**config.mk**
```make
export PLATFORM = sky130hd
export DESIGN_NAME = fetch_sequencer
export DESIGN_NICKNAME = d
export VERILOG_FILES = /design/src/rtl/fetch_sequencer.sv
export SDC_FILE = /design/constraint.sdc
export NUM_CORES = 1
export LEC_CHECK = 0
export ABC_AREA = 1
export CAP_MARGIN = 15
export CORE_UTILIZATION = 48
export CTS_CLUSTER_SIZE = 25
export DETAILED_ROUTE_END_ITERATION = 6
export PLACE_DENSITY = 0.77
export SLEW_MARGIN = 20
export SYNTH_ARGS = -nofsm -noshare
export SYNTH_HDL_FRONTEND = slang
export SYNTH_SLANG_ARGS = --single-unit
```
**constraint.sdc**
```tcl
create_clock -name clk -period 2.1 [get_ports clk]
set_input_delay 0.21 -clock clk [delete_from_list [all_inputs] [get_ports clk]]
set_output_delay 0.21 -clock clk [all_outputs]
set_load 0.02 [all_outputs]
```
**src/rtl/fetch_sequencer.sv**
```systemverilog
// Instruction-fetch sequencer: owns the fetch PC, issues one instruction-memory
// request at a time, and fills the IF/ID register. A one-entry hold buffer
// catches a response that lands while decode is stalling a live instruction,
// and an execute-stage redirect flushes IF/ID and kills any in-flight fetch.
module fetch_sequencer #(
   parameter int unsigned          XLEN     = 32,
   parameter logic [XLEN-1:0]      RESET_PC = '0
) (
   input  logic            clk,
   input  logic            rst,
   input  logic            stall_d,
   input  logic            redirect_e,
   input  logic [XLEN-1:0] redirect_pc_e,
   output logic            imem_req,
   output logic [XLEN-1:0] imem_addr,
   input  logic            imem_gnt,
   input  logic            imem_rvalid,
   input  logic [XLEN-1:0] imem_rdata,
   output logic [XLEN-1:0] instr_d,
   output logic [XLEN-1:0] pc_d,
   output logic [XLEN-1:0] pc_plus4_d,
   output logic            valid_d
);

   localparam logic [XLEN-1:0] InstrBytes = XLEN'(4);

   typedef enum logic [1:0] {SReq, SWait, SHold} fetchState_e;

   fetchState_e     state;
   logic [XLEN-1:0] pcF;
   logic [XLEN-1:0] pendPc;
   logic            kill;
   logic [XLEN-1:0] holdInstr;
   logic [XLEN-1:0] holdPc;

   // Request is gated by reset so it reads 0 while reset is held.
   assign imem_req  = rst & (state == SReq);
   assign imem_addr = pcF;

   // Sequencer state, fetch PC, outstanding-request tag, hold buffer and IF/ID.
   always_ff @(posedge clk or negedge rst) begin
      if (!rst) begin
         state      <= SReq;
         pcF        <= RESET_PC;
         pendPc     <= '0;
         kill       <= 1'b0;
         holdInstr  <= '0;
         holdPc     <= '0;
         instr_d    <= '0;
         pc_d       <= '0;
         pc_plus4_d <= '0;
         valid_d    <= 1'b0;
      end else if (redirect_e) begin
         // Flush wins over stall; anything fetched on the old path is dropped.
         pcF     <= redirect_pc_e;
         valid_d <= 1'b0;
         unique case (state)
            SReq: begin
               if (imem_gnt) begin
                  // Request to the old path already accepted: let it return, then drop it.
                  pendPc <= pcF;
                  kill   <= 1'b1;
                  state  <= SWait;
               end
            end
            SWait: begin
               if (imem_rvalid) begin
                  kill  <= 1'b0;
                  state <= SReq;
               end else begin
                  kill <= 1'b1;
               end
            end
            SHold: state <= SReq;
            default: state <= SReq;
         endcase
      end else begin
         // Bubble unless decode is holding the slot; overridden below on new data.
         if (!stall_d) begin
            valid_d <= 1'b0;
         end
         unique case (state)
            SReq: begin
               if (imem_gnt) begin
                  pendPc <= pcF;
                  pcF    <= pcF + InstrBytes;
                  state  <= SWait;
               end
            end
            SWait: begin
               if (imem_rvalid) begin
                  if (kill) begin
                     kill  <= 1'b0;
                     state <= SReq;
                  end else if (valid_d && stall_d) begin
                     holdInstr <= imem_rdata;
                     holdPc    <= pendPc;
                     state     <= SHold;
                  end else begin
                     instr_d    <= imem_rdata;
                     pc_d       <= pendPc;
                     pc_plus4_d <= pendPc + InstrBytes;
                     valid_d    <= 1'b1;
                     state      <= SReq;
                  end
               end
            end
            SHold: begin
               if (!stall_d) begin
                  instr_d    <= holdInstr;
                  pc_d       <= holdPc;
                  pc_plus4_d <= holdPc + InstrBytes;
                  valid_d    <= 1'b1;
                  state      <= SReq;
               end
            end
            default: state <= SReq;
         endcase
      end
   end

endmodule

```
# --- Word-level counts from Yosys, hierarchy flattened ---
# Index checks and enable logic that the tools add are counted.
classes:
  n_bitwise: 3
  addsub: 3
  muxes: 40
  eq_ne: 8
  reduce_logical: 14
ops:
  columns: ["operator", "n"]
  rows:
  - ["$mux W32", 15]
  - ["$pmux W32 S2", 3]
  - ["$add A32 B3 Y32 const B", 3]
  - ["$mux W2", 7]
  - ["$reduce_bool A2 Y1", 6]
  - ["$mux W1", 11]
  - ["$ne A2 B2 Y1 const B", 4]
  - ["$ne A3 B3 Y1 const B", 2]
  - ["$pmux W2 S3", 1]
  - ["$reduce_and A2 Y1", 3]
  - ["$reduce_and A6 Y1", 1]
  - ["$reduce_and A5 Y1", 1]
  - ["$pmux W1 S2", 2]
  - ["$pmux W2 S2", 1]
  - ["$reduce_and A4 Y1", 1]
  - ["$eq A2 B1 Y1 const B", 1]
  - ["$eq A2 B2 Y1 const B", 1]
  - ["$logic_not A2 Y1", 1]
  - ["$not A1 Y1", 2]
  - ["$and A1 B1 Y1", 1]
  - ["$logic_and A1 B1 Y1", 1]
totals:
  regBits: 228
  out_inout_bits: 130
  in_bits: 70

# --- Logic depth before layout (Yosys ltp) ---
depth:
  ltp_word: 6
  ltp_mapped: 16
  ltp_nobuf: 14

# --- Worst setup path after synthesis ---
# No wires, ideal clock.
synth_timing:
  path_type: "reg-to-reg"
  from: "register state[0]"
  to: "register pc_plus4_d[26]"
  n_path_buf: 2
  arrival_time_ns: 1.988
  synth_period_minus_slack_ns: 2.113
  path_slack_ns: -0.013
  required_ns: 1.975
  stages_incl_launch_ff: 15
  cell_sequence: "dfrtp_1 -> inv_1 -> ha_1 -> buf_6 -> buf_6 -> o21a_4 -> inv_1 -> ha_1 -> nand2_1 -> nor2_4 -> nand2_2 -> nor2_4 -> nand3_1 -> nand2_1 -> nand3_1"
synth_between:
  elab_chain_len: 3
  word_cells_on_any_way: 9
  classes_between: "6 x eq/ne; 1 x mux; 2 x reduce/logical"
synth_rtl:
  columns: ["element", "line_no", "text"]
  rows:
  - ["from (decl)", "29", "fetchState_e state;"]
  - ["from (signal assigned)", "43", "state <= SReq;"]
  - ["from (signal assigned)", "63", "state <= SWait;"]
  - ["from (signal assigned)", "69", "state <= SReq;"]
  - ["$eq A2 B1 Y1 or $eq A2 B2 Y1 (tied branches)", "82", "unique case (state)"]
  - ["$ne A2 B2 Y1 (no source line) or $reduce_bool A2 Y1 (tied branches)", null, null]
  - ["$reduce_and A6 Y1 (no source line)", null, null]
  - ["to (signal assigned)", "102", "pc_plus4_d <= pendPc + InstrBytes;"]
  - ["to (signal assigned)", "112", "pc_plus4_d <= holdPc + InstrBytes;"]
  - ["to (decl)", "21", "output logic [XLEN-1:0] pc_plus4_d,"]
# Several ways; a longest one is shown, not always the timed one.
# A chain may end at the register's enable or synchronous reset.

# --- Worst setup path in the final report ---
layout_timing:
  from: "register state[1]"
  to: "register pc_plus4_d[20]"
# The elaborated chain is that of the path after synthesis.

==> run metrics <==
status complete, no violations; worst vdd rail ir drop around 0.00065 V; GPL Wtd Cong 0.908; area grow syn2layout 33.8%; Detailed Route Iter0 Violations slightly above 700; Worst-Skew Late Latency a little over 0.5 ns; Final Hold Fails 0; Worst Tran Pin Value roughly 0.93 ns; Worst EP required approximately 2.5 ns; syn_nets ~1400; library cells used by synthesis 41; ANT nets after route 0; syn avg cell area between 8 and 9 um^2; Initial Util 49.5%; Layout Skew around 0.013 ns; input/output buffers about 200; Cell Pwr Density 1340 nW/um^2; dpl cell area roughly 13000 um^2; Routed WL roughly 29 mm; GR Overflow Total 0; largest net degree at the start of global routing 153; Worst Path Arrival roughly 2.5 ns; Worst Slack Setup Final 0.0395 ns; gr usage total approximately a quarter; hpwl dp ~20 mm; clock slew at reported path FFs 0.06 ns; CTS Buffer Depth 3; Setup crit end kind flop; maxcap violations 0; chip height roughly 150 um; worst-path cell with the longest stage delay dfrtp_1; Clock Sinks around 230; crit path kind reg -> reg; critical path cell sequence inv_1 > ha_2 > inv_1 > or2_2 > nand3_1 > nor2_4 > buf_12 > or2_2 > nand3_1 > nand2_1; Num CTS Buffers 24; H-tree level count 1; Final nets 1598; root buffer cell clkbuf_16; layout cells sized above 1 between 15 and 20%; 1st-pass router iterations 5; CP top delay family simple AND/OR/NAND/NOR gates; worst rel slew slack between 30% and 40%; routed length per instance around 16 um; Critical Path Fanout Max 29; Seq/Total Area, Yosys 51.7%; final critical-path share of the clock period roughly 98%; core area 22100 um^2; Ys Warns 0; Hold Path Class in -> reg; post-synthesis register bit count 226; # IOs 200; first-pass GRT wire length roughly 47 mm; vias in the first global route approximately 9200; unrepaired setup endpoints after global routing true; Final Max Tran Viols 0; via count 9571; mapped cell area 10900 um^2; Place WS -0.00820 ns; P_leak about 0.0068 uW; fmax between 400 and 500 MHz; fin area about 15000 um^2; routed vias/inst approximately 5.3; Synth top area share between 50% and 60%; Die Width about 150 um; Buf/Inv on CP 3; Final min period just over 2 ns; Post-Syn Instances approximately 1300; initial antenna violation count 0; Fillers 1764; critical path startpoint category flop; Finish-stage setup viols 0; leading area contributor after synthesis dfrtp_1; Worst path max stage delay between 0.4 and 0.5 ns; DRC 0; die area between 20000 and 25000 um^2; synth top area cells dfrtp_1, nand2_1, mux2_2; R2R setup slack ~0.039 ns; FP Rows 54; antenna cells 0; CTS tree done
tightest hold or removal path: cells and delay by family:
family,cells,cell delay [ns]
buf+inv,1,0.40
simple gates,2,0.14
stage by stage:
step	std cells	total power (uW)	hold slack (ns)	utilization (%)	setup TNS, ns
finish	1817	19700	0.280	66.3	0
global route	1817	20900	0.299	66.3	-0.653
CTS	1804	19400	0.272	64.6	-0.00116
detailed placement	1762	15200	0.411	61.1	-0.0221
global placement	1762	15000	0.420	61.1	0
floorplan	1295	11500	-0.0856	-	0
placed cells by master, fill, tap and decap left out, drive strengths merged, types with 13 or more instances in the layout:
cell | Yosys | final
a31oi | 38 | 38
buf | 31 | 60
clkbuf | 27 | 38
clkdlybuf4s50 | 0 | 197
dfrtp | 226 | 226
inv | 96 | 96
mux2 | 53 | 53
nand2 | 459 | 459
nand3 | 56 | 56
nand4 | 13 | 13
nor2 | 130 | 130
o211ai | 16 | 16
o21ai | 80 | 80
xor2 | 19 | 19
cells in the mapped netlist:
cell type and instances:
o22ai_1 1, xnor2_1 2, nor4_1 2, dfrtp_1 226, clkbuf_1 27, o21ai_0 80, nand2_2 20, o21a_4 1
nand4_1 13, nand2_4 2, buf_6 5, nor2_4 6, nand2_1 437, nor2_8 1, o31ai_1 1, o32ai_1 1
a31oi_1 38, nand3b_1 1, o21bai_1 7, or2_0 1, and2_1 1, o211ai_1 16, nor2_2 11, buf_1 1
o221ai_1 2, ha_1 5, inv_1 91, o21a_1 3, buf_12 1, a21oi_1 10, inv_8 1, buf_2 21
xor2_1 19, or2_2 4, nor3_1 7, inv_2 4, buf_4 3, clkinv_1 2, mux2_2 53, nor2_1 112
nand3_1 56
worst paths after layout:
check,end,cells after the start,startpoint
worst max register to register,pc_plus4_d[20],10,state[1]
min in group asynchronous,imem_addr[2],3,rst
worst min register to register,pc_d[11],2,pc_d[11]
worst max-delay path,pc_plus4_d[20],10,state[1]
worst min-delay path,imem_addr[17],3,redirect_pc_e[17]
max in group asynchronous,instr_d[4],3,rst
state kept, by name, summed over array words and instances (netlist names), 2 cells and up:
register / count
imem_addr: 32
pc_d: 32
pc_plus4_d: 30
pendPc: 32
holdInstr: 32
instr_d: 32
state: 2
holdPc: 32
layout make-up:
cell class              count  area (um^2)  share of cell area [%]
flip-flops and latches    226         5660                    38.6
multi-input cells         913         4840                    33.1
repair buffers            260         2640                    18.1
clock buffers              37          711                    4.85
inverters                  98          399                    2.73
well taps                 280          350                    2.39
clock inverters             3         40.0                   0.273
metal layers:
metal | up-vias | GRT usage (%) | share of wire [%]
met5 | - | 0 | 0
met4 | 0 | 6.40 | 2.0
met3 | 50 | 3.49 | 6.4
met2 | 358 | 38.1 | 47
met1 | 4531 | 35.9 | 45
li1 | 4632 | - | -
where the power goes:
group | switching, uW | leakage, uW | internal [uW]
sequential | 1210 | 0.00284 | 6050
clock | 1640 | 0.000368 | 2430
combinational | 4620 | 0.00363 | 3710
kinds of logic (layout without fill, tap and decap cells):
logic type | count (synthesis) | after routing | synth area share (%)
AOI/OAI and AO/OA | 160 | 160 | 8.58
and+or+nand+nor | 674 | 674 | 25.8
adders and majority gates | 5 | 5 | 0.572
muxes | 53 | 53 | 5.46
DFF | 226 | 226 | 51.7
buffers and inverters | 156 | 398 | 6.26
xor gates and xnor gates | 21 | 21 | 1.68
what timing repair did:
item	4_1_cts	5_1_grt
setup buffers	1	12
gates resized for setup	5	69
endpoints found under the setup margin	7	48
pin swaps	1	35
gates cloned	0	1
hold endpoints to repair	226	0
hold buffers	1	0
(Power assumes the default switching activity.)
